## config.mk

```make
export PLATFORM = sky130hd
export DESIGN_NAME = rom_arbiter
export DESIGN_NICKNAME = d
export VERILOG_FILES = /design/src/rtl/rom_arbiter.sv
export SDC_FILE = /design/constraint.sdc
export NUM_CORES = 1
export LEC_CHECK = 0
export CAP_MARGIN = 10
export CORE_ASPECT_RATIO = 0.8
export CORE_MARGIN = 5
export CORE_UTILIZATION = 41
export CTS_CLUSTER_DIAMETER = 40
export CTS_CLUSTER_SIZE = 24
export DETAILED_ROUTE_END_ITERATION = 6
export MAX_ROUTING_LAYER = met4
export PLACE_DENSITY = 0.72
export SLEW_MARGIN = 0
export SYNTH_ARGS = -nofsm -noshare
export SYNTH_HDL_FRONTEND = slang
export SYNTH_SLANG_ARGS = --single-unit
```

## constraint.sdc

```tcl
create_clock -name clk_main -period 4.5 [get_ports clk_main]
set_clock_uncertainty 0.15 [all_clocks]
set_input_delay 1.35 -clock clk_main [delete_from_list [all_inputs] [get_ports clk_main]]
set_output_delay 1.35 -clock clk_main [all_outputs]
set_load 0.02 [all_outputs]
```

## src/rtl/rom_arbiter.sv

```systemverilog
// rom_arbiter
//   Shares one 16-bit external ROM read port among three requesters: the
//   68k program fetch path, the tile ROM fetch path and the sprite ROM fetch
//   path. Each requester's address is mapped into one linear 24-bit word
//   space. Video fetches are 32 bits wide and are split into two 16-bit
//   beats. Arbitration uses fixed priority tile > spr > cpu. A skip counter
//   forces a cpu grant once video has won MAX_SKIP times in a row while the
//   cpu was waiting.
//
// Optional feature (compile-time macro ROM68K_CACHE_EN):
//   This adds a one-entry, two-word cpu cache. A cpu miss fetches the aligned
//   word pair. A later cpu request that hits the pair is acknowledged from
//   IDLE without touching memory. Without the macro, every cpu read is a
//   single-beat access.
//
// Ports:
//   clk_main              sole clock
//   nRESET                synchronous active-low reset
//   cpu_req/addr/ack/data  68k word read (18-bit word addr, 16-bit data)
//   tile_req/addr/ack/data tile ROM read (20-bit 32-bit-unit addr, 32-bit data)
//   spr_req/addr/ack/data  sprite ROM read (20-bit 32-bit-unit addr, 32-bit data)
//   mem_rd/addr           memory read strobe (held until mem_ready) + word address
//   mem_ready/data        one-cycle completion pulse + 16-bit read data
module rom_arbiter #(
  parameter logic [23:0] P68K_BASE = 24'h000000,
  parameter logic [23:0] TILE_BASE = 24'h200000,
  parameter logic [23:0] SPR_BASE  = 24'h400000,
  parameter int unsigned MAX_SKIP  = 2
) (
  input  logic        clk_main,
  input  logic        nRESET,
  input  logic        cpu_req,
  input  logic [17:0] cpu_addr,
  output logic        cpu_ack,
  output logic [15:0] cpu_data,
  input  logic        tile_req,
  input  logic [19:0] tile_addr,
  output logic        tile_ack,
  output logic [31:0] tile_data,
  input  logic        spr_req,
  input  logic [19:0] spr_addr,
  output logic        spr_ack,
  output logic [31:0] spr_data,
  output logic        mem_rd,
  output logic [23:0] mem_addr,
  input  logic        mem_ready,
  input  logic [15:0] mem_data
);

  localparam logic [3:0] SKIP_LIMIT = 4'(MAX_SKIP);

  typedef enum logic [1:0] {IDLE, BEAT0, BEAT1, ACK} state_t;
  typedef enum logic [1:0] {OWN_CPU, OWN_TILE, OWN_SPR} owner_t;

  state_t      state;
  owner_t      owner;
  logic        two_beat;
  logic [15:0] beat_lo;
  logic [3:0]  skip_cnt;
  logic        cpu_forced;
  logic        cpu_alone;
  logic        cache_hit;

  // Video addresses count 32-bit units; the first beat lands on the even word.
  function automatic logic [23:0] video_addr(input logic [23:0] base,
                                             input logic [19:0] addr);
    return base + {3'b000, addr, 1'b0};
  endfunction

`ifdef ROM68K_CACHE_EN
  logic        cache_vld;
  logic [16:0] cache_tag;
  logic [31:0] cache_line;
  logic        cpu_sel;

  assign cache_hit = cpu_req && cache_vld && (cache_tag == cpu_addr[17:1]);
`else
  assign cache_hit = 1'b0;
`endif

  // The cpu wins outright once it has been skipped MAX_SKIP times, or when
  // no video request competes.
  assign cpu_forced = cpu_req && (skip_cnt >= SKIP_LIMIT);
  assign cpu_alone  = cpu_req && !tile_req && !spr_req;

  always_ff @(posedge clk_main) begin
    if (!nRESET) begin
      state     <= IDLE;
      owner     <= OWN_CPU;
      two_beat  <= 1'b0;
      mem_rd    <= 1'b0;
      mem_addr  <= '0;
      beat_lo   <= '0;
      skip_cnt  <= '0;
      cpu_ack   <= 1'b0;
      tile_ack  <= 1'b0;
      spr_ack   <= 1'b0;
      cpu_data  <= '0;
      tile_data <= '0;
      spr_data  <= '0;
`ifdef ROM68K_CACHE_EN
      cache_vld <= 1'b0;
      cpu_sel   <= 1'b0;
`endif
    end else begin
      cpu_ack  <= 1'b0;
      tile_ack <= 1'b0;
      spr_ack  <= 1'b0;
      // A cpu that stops asking forfeits its accumulated skip credit.
      if (!cpu_req) skip_cnt <= '0;

      case (state)
        IDLE: begin
          if (cache_hit) begin
`ifdef ROM68K_CACHE_EN
            cpu_data <= cpu_addr[0] ? cache_line[31:16] : cache_line[15:0];
`endif
            cpu_ack  <= 1'b1;
            skip_cnt <= '0;
            state    <= ACK;
          end else if (cpu_forced || cpu_alone) begin
            owner    <= OWN_CPU;
            skip_cnt <= '0;
            mem_rd   <= 1'b1;
            state    <= BEAT0;
`ifdef ROM68K_CACHE_EN
            // A miss refills the aligned pair. The entry is invalid until
            // both beats have landed, so an aborted fill never hits.
            mem_addr  <= P68K_BASE + {6'b000000, cpu_addr[17:1], 1'b0};
            two_beat  <= 1'b1;
            cpu_sel   <= cpu_addr[0];
            cache_tag <= cpu_addr[17:1];
            cache_vld <= 1'b0;
`else
            mem_addr <= P68K_BASE + {6'b000000, cpu_addr};
            two_beat <= 1'b0;
`endif
          end else if (tile_req) begin
            owner    <= OWN_TILE;
            mem_addr <= video_addr(TILE_BASE, tile_addr);
            two_beat <= 1'b1;
            mem_rd   <= 1'b1;
            state    <= BEAT0;
            if (cpu_req && (skip_cnt < SKIP_LIMIT)) skip_cnt <= skip_cnt + 4'd1;
          end else if (spr_req) begin
            owner    <= OWN_SPR;
            mem_addr <= video_addr(SPR_BASE, spr_addr);
            two_beat <= 1'b1;
            mem_rd   <= 1'b1;
            state    <= BEAT0;
            if (cpu_req && (skip_cnt < SKIP_LIMIT)) skip_cnt <= skip_cnt + 4'd1;
          end
        end

        BEAT0: begin
          if (mem_ready) begin
            beat_lo <= mem_data;
            mem_rd  <= 1'b0;
            if (two_beat) begin
              mem_addr <= mem_addr + 24'd1;
              state    <= BEAT1;
            end else begin
              cpu_data <= mem_data;
              cpu_ack  <= 1'b1;
              state    <= ACK;
            end
          end
        end

        BEAT1: begin
          // One dead cycle with mem_rd low separates the two beats.
          if (!mem_rd) begin
            mem_rd <= 1'b1;
          end else if (mem_ready) begin
            mem_rd <= 1'b0;
            state  <= ACK;
            case (owner)
              OWN_TILE: begin
                tile_data <= {mem_data, beat_lo};
                tile_ack  <= 1'b1;
              end
              OWN_SPR: begin
                spr_data <= {mem_data, beat_lo};
                spr_ack  <= 1'b1;
              end
              default: begin
`ifdef ROM68K_CACHE_EN
                cache_line <= {mem_data, beat_lo};
                cache_vld  <= 1'b1;
                cpu_data   <= cpu_sel ? mem_data : beat_lo;
                cpu_ack    <= 1'b1;
`endif
              end
            endcase
          end
        end

        ACK: begin
          state <= IDLE;
        end

        default: begin
          state <= IDLE;
        end
      endcase
    end
  end

endmodule

```

### Yosys cells after proc, flatten, opt, wreduce, memory -nomap -nowiden

Cells that the tools add are included.

* register bits after elaboration: 133
* bits in latches: 0
* RAM bits: 0
* memory bits (read-only): 0
* word-level logic and storage cells: 85
* memories: 0

* add/sub/neg operators: 4
* multiply operators: 0
* divide/modulo/power cells: 0
* order comparisons: 2
* equal/unequal tests: 10
* shift-type cells: 0
* multiplexer cells: 34
* bitwise gates (word level): 1
* reduce and logical (&&, ||, !) cells: 21

Operators by type and width (number)
* 2-to-1 mux 24 bit: 5
* case mux 24 bit (2 select lines): 1
* adder 23 x 21 -> 24 bit (first input constant): 1
* adder 24 x 1 -> 24 bit (second input constant): 1
* 2-to-1 mux 4 bit: 6
* adder 22 x 21 -> 23 bit (first input constant): 1
* AND reduction 4 bit: 5
* 2-to-1 mux 2 bit: 9
* 2-to-1 mux 1 bit: 11
* AND reduction 3 bit: 3
* != test 2 bit (second input constant): 4
* case mux 2 bit (4 select lines): 1
* == test 2 bit (second input constant): 3
* nonzero test 3 bit: 2
* adder 4 x 1 -> 4 bit (second input constant): 1
* == test 2 x 1 -> 1 bit (second input constant): 2
* >= comparator 4 x 2 -> 1 bit (second input constant): 1
* logical AND 1 bit: 4
* < comparator 4 x 2 -> 1 bit (second input constant): 1
* != test 4 bit (second input constant): 1
* AND reduction 2 bit: 2
* case mux 1 bit (3 select lines): 1
* logical NOT 1 bit: 2
* logical NOT 2 bit: 1
* other kinds (3): 3

### Depth between registers and ports, before layout

* depth after elaboration: 7
* mapped depth: 9
* mapped depth without buffers: 7

### Worst setup path after synthesis

No wires, ideal clock.

* path type: input to register
* start point: in mem_ready
* end point: reg mem_addr[19]
* arrival: 2631 ps
* required time: 4280 ps
* setup slack: 1648 ps
* stages on the path: 6
* path through: buf_2 > inv_1 > a221o_1 > or3_1 > mux2_2 > a21oi_1

* longest elaborated chain between the ends: 2

Ends and longest elaborated chain
* from (decl): RTL line 46 `input logic mem_ready,`
* != test 2 bit (no source line)
* AND reduction 4 bit (no source line)
* to (signal assigned): RTL line 135 `mem_addr <= P68K_BASE + {6'b000000, cpu_addr};`
* to (signal assigned): RTL line 140 `mem_addr <= video_addr(TILE_BASE, tile_addr);`
* to (signal assigned): RTL line 147 `mem_addr <= video_addr(SPR_BASE, spr_addr);`
* to (decl): RTL line 45 `output logic [23:0] mem_addr,`

No other way between the ends.
A chain may end at the register's enable or synchronous reset.

### Worst setup path in the final report

* start point: in mem_ready
* end point: reg mem_addr[5]

Same word-level chain as after synthesis.

==> summary.md <==
| Metric | Value |
|---|---|
| Worst rel slew slack | 0.403 |
| Total of max-cap violations | 0 |
| Slew @ Worst Pin | 0.889 ns |
| # IOs | about 190 |
| Largest net degree at the start of global routing | between 80 and 90 |
| Initial Util | 0.413 |
| Sink Count | 133 |
| Layout cells sized above 1 | 0.0777 |
| Commonest non-fill, non-tap cell in the layout | nand2_1 |
| Average cell area after synthesis | approximately 8.2 um^2 |
| Syn Inst Count | 714 |
| Register area share after synthesis | 0.457 |
| Number of DRC markers in iteration 0 | 412 |
| Area of the multi-input gates | 0.00292 mm^2 |
| Prevailing post-synth register cell | dfxtp_1 |
| Slowest-stage cell, CP | nor2_2 |
| Reg2reg start | state[1]$_SDFFE_PN0P_ |
| Maximum clock rate | about 0.3 GHz |
| Filler cells | 1302 |
| Core region area | 0.0141 mm^2 |
| Max Slew Vio Count | 0 |
| Wire per inst | 17.3 um |
| Hold wc startpoint | skip_cnt[3]$_SDFF_PN0_ |
| Reg area | 0.00266 mm^2 |
| Commonest non-fill, non-tap cells in the layout | 193 x nand2_1, 187 x clkdlybuf4s50_1, 133 x dfxtp_1 |
| Min-Delay Path Depth | 2 |
| Via density | about 5.3 |
| R2r endpoint | mem_addr[5]$_SDFFE_PN0P_ |
| Flops & latches, synth | roughly 130 |
| Inst Count DP | 1053 |
| Overflow left after global routing | 0 |
| Antenna Cells | 0 |
| Fin crit share | 0.735 |
| Number of gates resized after CTS | 0 |
| DPL Wire Length | 13200 um |
| # setup viols final | 0 |
| Gp weighted congestion | between 0.9 and 1 |
| Final Cell Area | around 0.0085 mm^2 |
| Final ANT Viol Nets | 0 |
| CP Cell Sequence | clkdlybuf4s50_1, inv_1, a221o_1, nor2_2, o211ai_1, a31oi_1 |
| Synth cell types | 69 |
| Non-Filler Instances | 1085 |
| Placed Area | just under 0.008 mm^2 |
| Vias | 5786 |
| CP Buf/Inv Count | 2 |
| FFs w/ async S/R, synth | 0 |
| CTS tree | done |
| Die height | 117 um |
| Cell family with most CP delay | buffers and inverters |
| Yosys warning count | 0 |
| Hold Path Sink | skip_cnt[3]$_SDFF_PN0_ |
| Worst-path fanout max | 16 |
| Final WL | 18800 um |
| CP Launch Type | primary input |
| Clock transition at path regs | 0.06 ns |
| Die W | roughly 140 um |
| Vias in the first global route | 5593 |
| Worst Path Required | 4.67 ns |
| Total iterations of the first detailed-routing run | 5 |
| Worst-case reg-to-reg path depth | 8 |
| Worst-skew pair later-pin latency | 0.41 ns |
| Setup CP Type | primary input to flop |
| Syn_nets | approximately 800 |
| H-tree depth | 4 |
| Crit path DAT | between 3 and 4 ns |
| Leakage | around 3 nW |
| Clock tree buffer depth | 2 |
| Status | complete, no violations |
| Number of CTS-inserted buffers | 17 |
| Post-route DRC | 0 |
| Maximum vdd drop | 371 uV |
| R2R Setup Slk | 1.56 ns |
| Area growth, synth to finish | 45.3% |
| CP peak stage delay | 0.63 ns |
| Number of synthesized flops with an enable pin | 0 |
| Hold-fix buffers, CTS | 0 |
| PwrDens | 508 mW/mm^2 |
| Worst hold-check path type | flop to flop |
| Input/output buffers | 187 |
| Root buf cell | clkbuf_16 |
| Final hold vios | 0 |
| Row cnt | 39 |
| Die area | 0.0167 mm^2 |
| Number of setup buffers added after CTS | 0 |
| Fin nets | 975 |
| Mapped Area | 0.00582 mm^2 |
| Critical Path End Type | flop |
| RSZ-0062 raised after global routing | false |
| Tot GR Track Use | 0.234 |
| Final setup TNS | 0 ns |
| Initial antenna violation count | 0 |
| First-pass GRT wire length | 30000 um |
| Fin crit period | 3.31 ns |
[power by group]
part           total, mW  internal, mW  switching, mW
sequential          1.53          1.33          0.202
combinational       1.32         0.570          0.749
clock               1.45         0.892          0.558
[through the flow]
| step | hold slack (ns) | util | setup WS (ns) | power [mW] |
|---|---|---|---|---|
| detailed placement | 0.286 | 0.556 | 0.776 | 2.86 |
| CTS | 0.295 | 0.600 | 1.21 | 4.31 |
| global placement | 0.281 | 0.556 | 0.828 | 2.84 |
| floorplan | 0.268 | - | 1.65 | 2.33 |
| global route | 0.318 | 0.600 | 1.04 | 4.52 |
| finish | 0.290 | 0.600 | 1.19 | 4.30 |
[cell families after synthesis]
| family | count (synthesis) | share of synthesized area |
|---|---|---|
| buf+inv | 55 | 0.0447 |
| compound gates | 202 | 0.213 |
| xor+xnor | 2 | 0.00301 |
| mux | 20 | 0.0350 |
| flops | 133 | 0.457 |
| simple gates | 295 | 0.232 |
| fa+ha+maj | 7 | 0.0150 |
[registers in the layout (all words and copies together) (netlist names)]
register   flops
tile_data     32
mem_rd         1
beat_lo       16
spr_ack        1
cpu_data      16
tile_ack       1
skip_cnt       4
spr_data      32
two_beat       1
mem_addr      24
state          2
owner          2
cpu_ack        1
[area by class of cell]
class                      instances  area share
sequential                       133       0.315
inverter                           8     0.00370
clock buffer                      18      0.0507
clock inverter                    14      0.0225
multi-input combinational        526       0.345
timing repair buffer             202       0.236
tap                              184      0.0272
[synth_stat cells, types with 3 or more instances]
| library cell | n | area (um^2) |
|---|---|---|
| buf_1 | 5 | 18.8 |
| dfxtp_1 | 133 | 2660 |
| nand3_1 | 19 | 95.1 |
| mux2_2 | 3 | 33.8 |
| buf_4 | 3 | 22.5 |
| nor3_1 | 7 | 35.0 |
| nor2_1 | 25 | 93.8 |
| nand2_1 | 193 | 724 |
| clkbuf_1 | 26 | 97.6 |
| a21oi_1 | 113 | 566 |
| a22o_1 | 17 | 149 |
| a31oi_1 | 8 | 50.1 |
| or3_1 | 6 | 37.5 |
| or4_1 | 3 | 22.5 |
| inv_1 | 6 | 22.5 |
| nand4_1 | 10 | 62.6 |
| buf_2 | 9 | 45.0 |
| nor4_1 | 3 | 18.8 |
| o211ai_1 | 11 | 82.6 |
| a22oi_1 | 3 | 22.5 |
| clkbuf_8 | 3 | 41.3 |
| nand3b_1 | 3 | 22.5 |
| ha_1 | 7 | 87.6 |
| o21ai_0 | 16 | 80.1 |
| mux2i_1 | 17 | 170 |
| a21o_1 | 3 | 22.5 |
| nor3b_1 | 3 | 22.5 |
| and3_1 | 5 | 31.3 |
| o21a_1 | 6 | 45.0 |
[worst max-delay path by stage]
| stage | startpoint | end | slack (ns) | depth (start not counted) |
|---|---|---|---|---|
| 6_report | mem_ready | mem_addr[5]$_SDFFE_PN0P_ | 1.19 | 6 |
| 5_1_grt | mem_ready | mem_addr[20]$_SDFFE_PN0P_ | 1.04 | 6 |
| 4_1_cts | mem_ready | mem_addr[5]$_SDFFE_PN0P_ | 1.21 | 6 |
| 3_5_place_dp | mem_ready | mem_addr[13]$_SDFFE_PN0P_ | 0.78 | 6 |
| 3_3_place_gp | tile_req | mem_addr[23]$_SDFFE_PN0P_ | 0.83 | 5 |
| 2_1_floorplan | mem_ready | mem_addr[19]$_SDFFE_PN0P_ | 1.65 | 6 |
[tightest hold or removal path: cells and delay by family (launching register included)]
family        cells  cell delay [ns]
buf+inv           1             0.05
flops             1             0.32
simple gates      1             0.03
[metal layers]
layer  track usage  wire [um]  vias up
met5             -          0        -
met4        0.0709        289        0
met3        0.0520       1100       24
met2         0.342       8450      172
met1         0.324       8950     2721
li1              -          -     2869
Note: power is estimated with default switching activity, not from simulation.
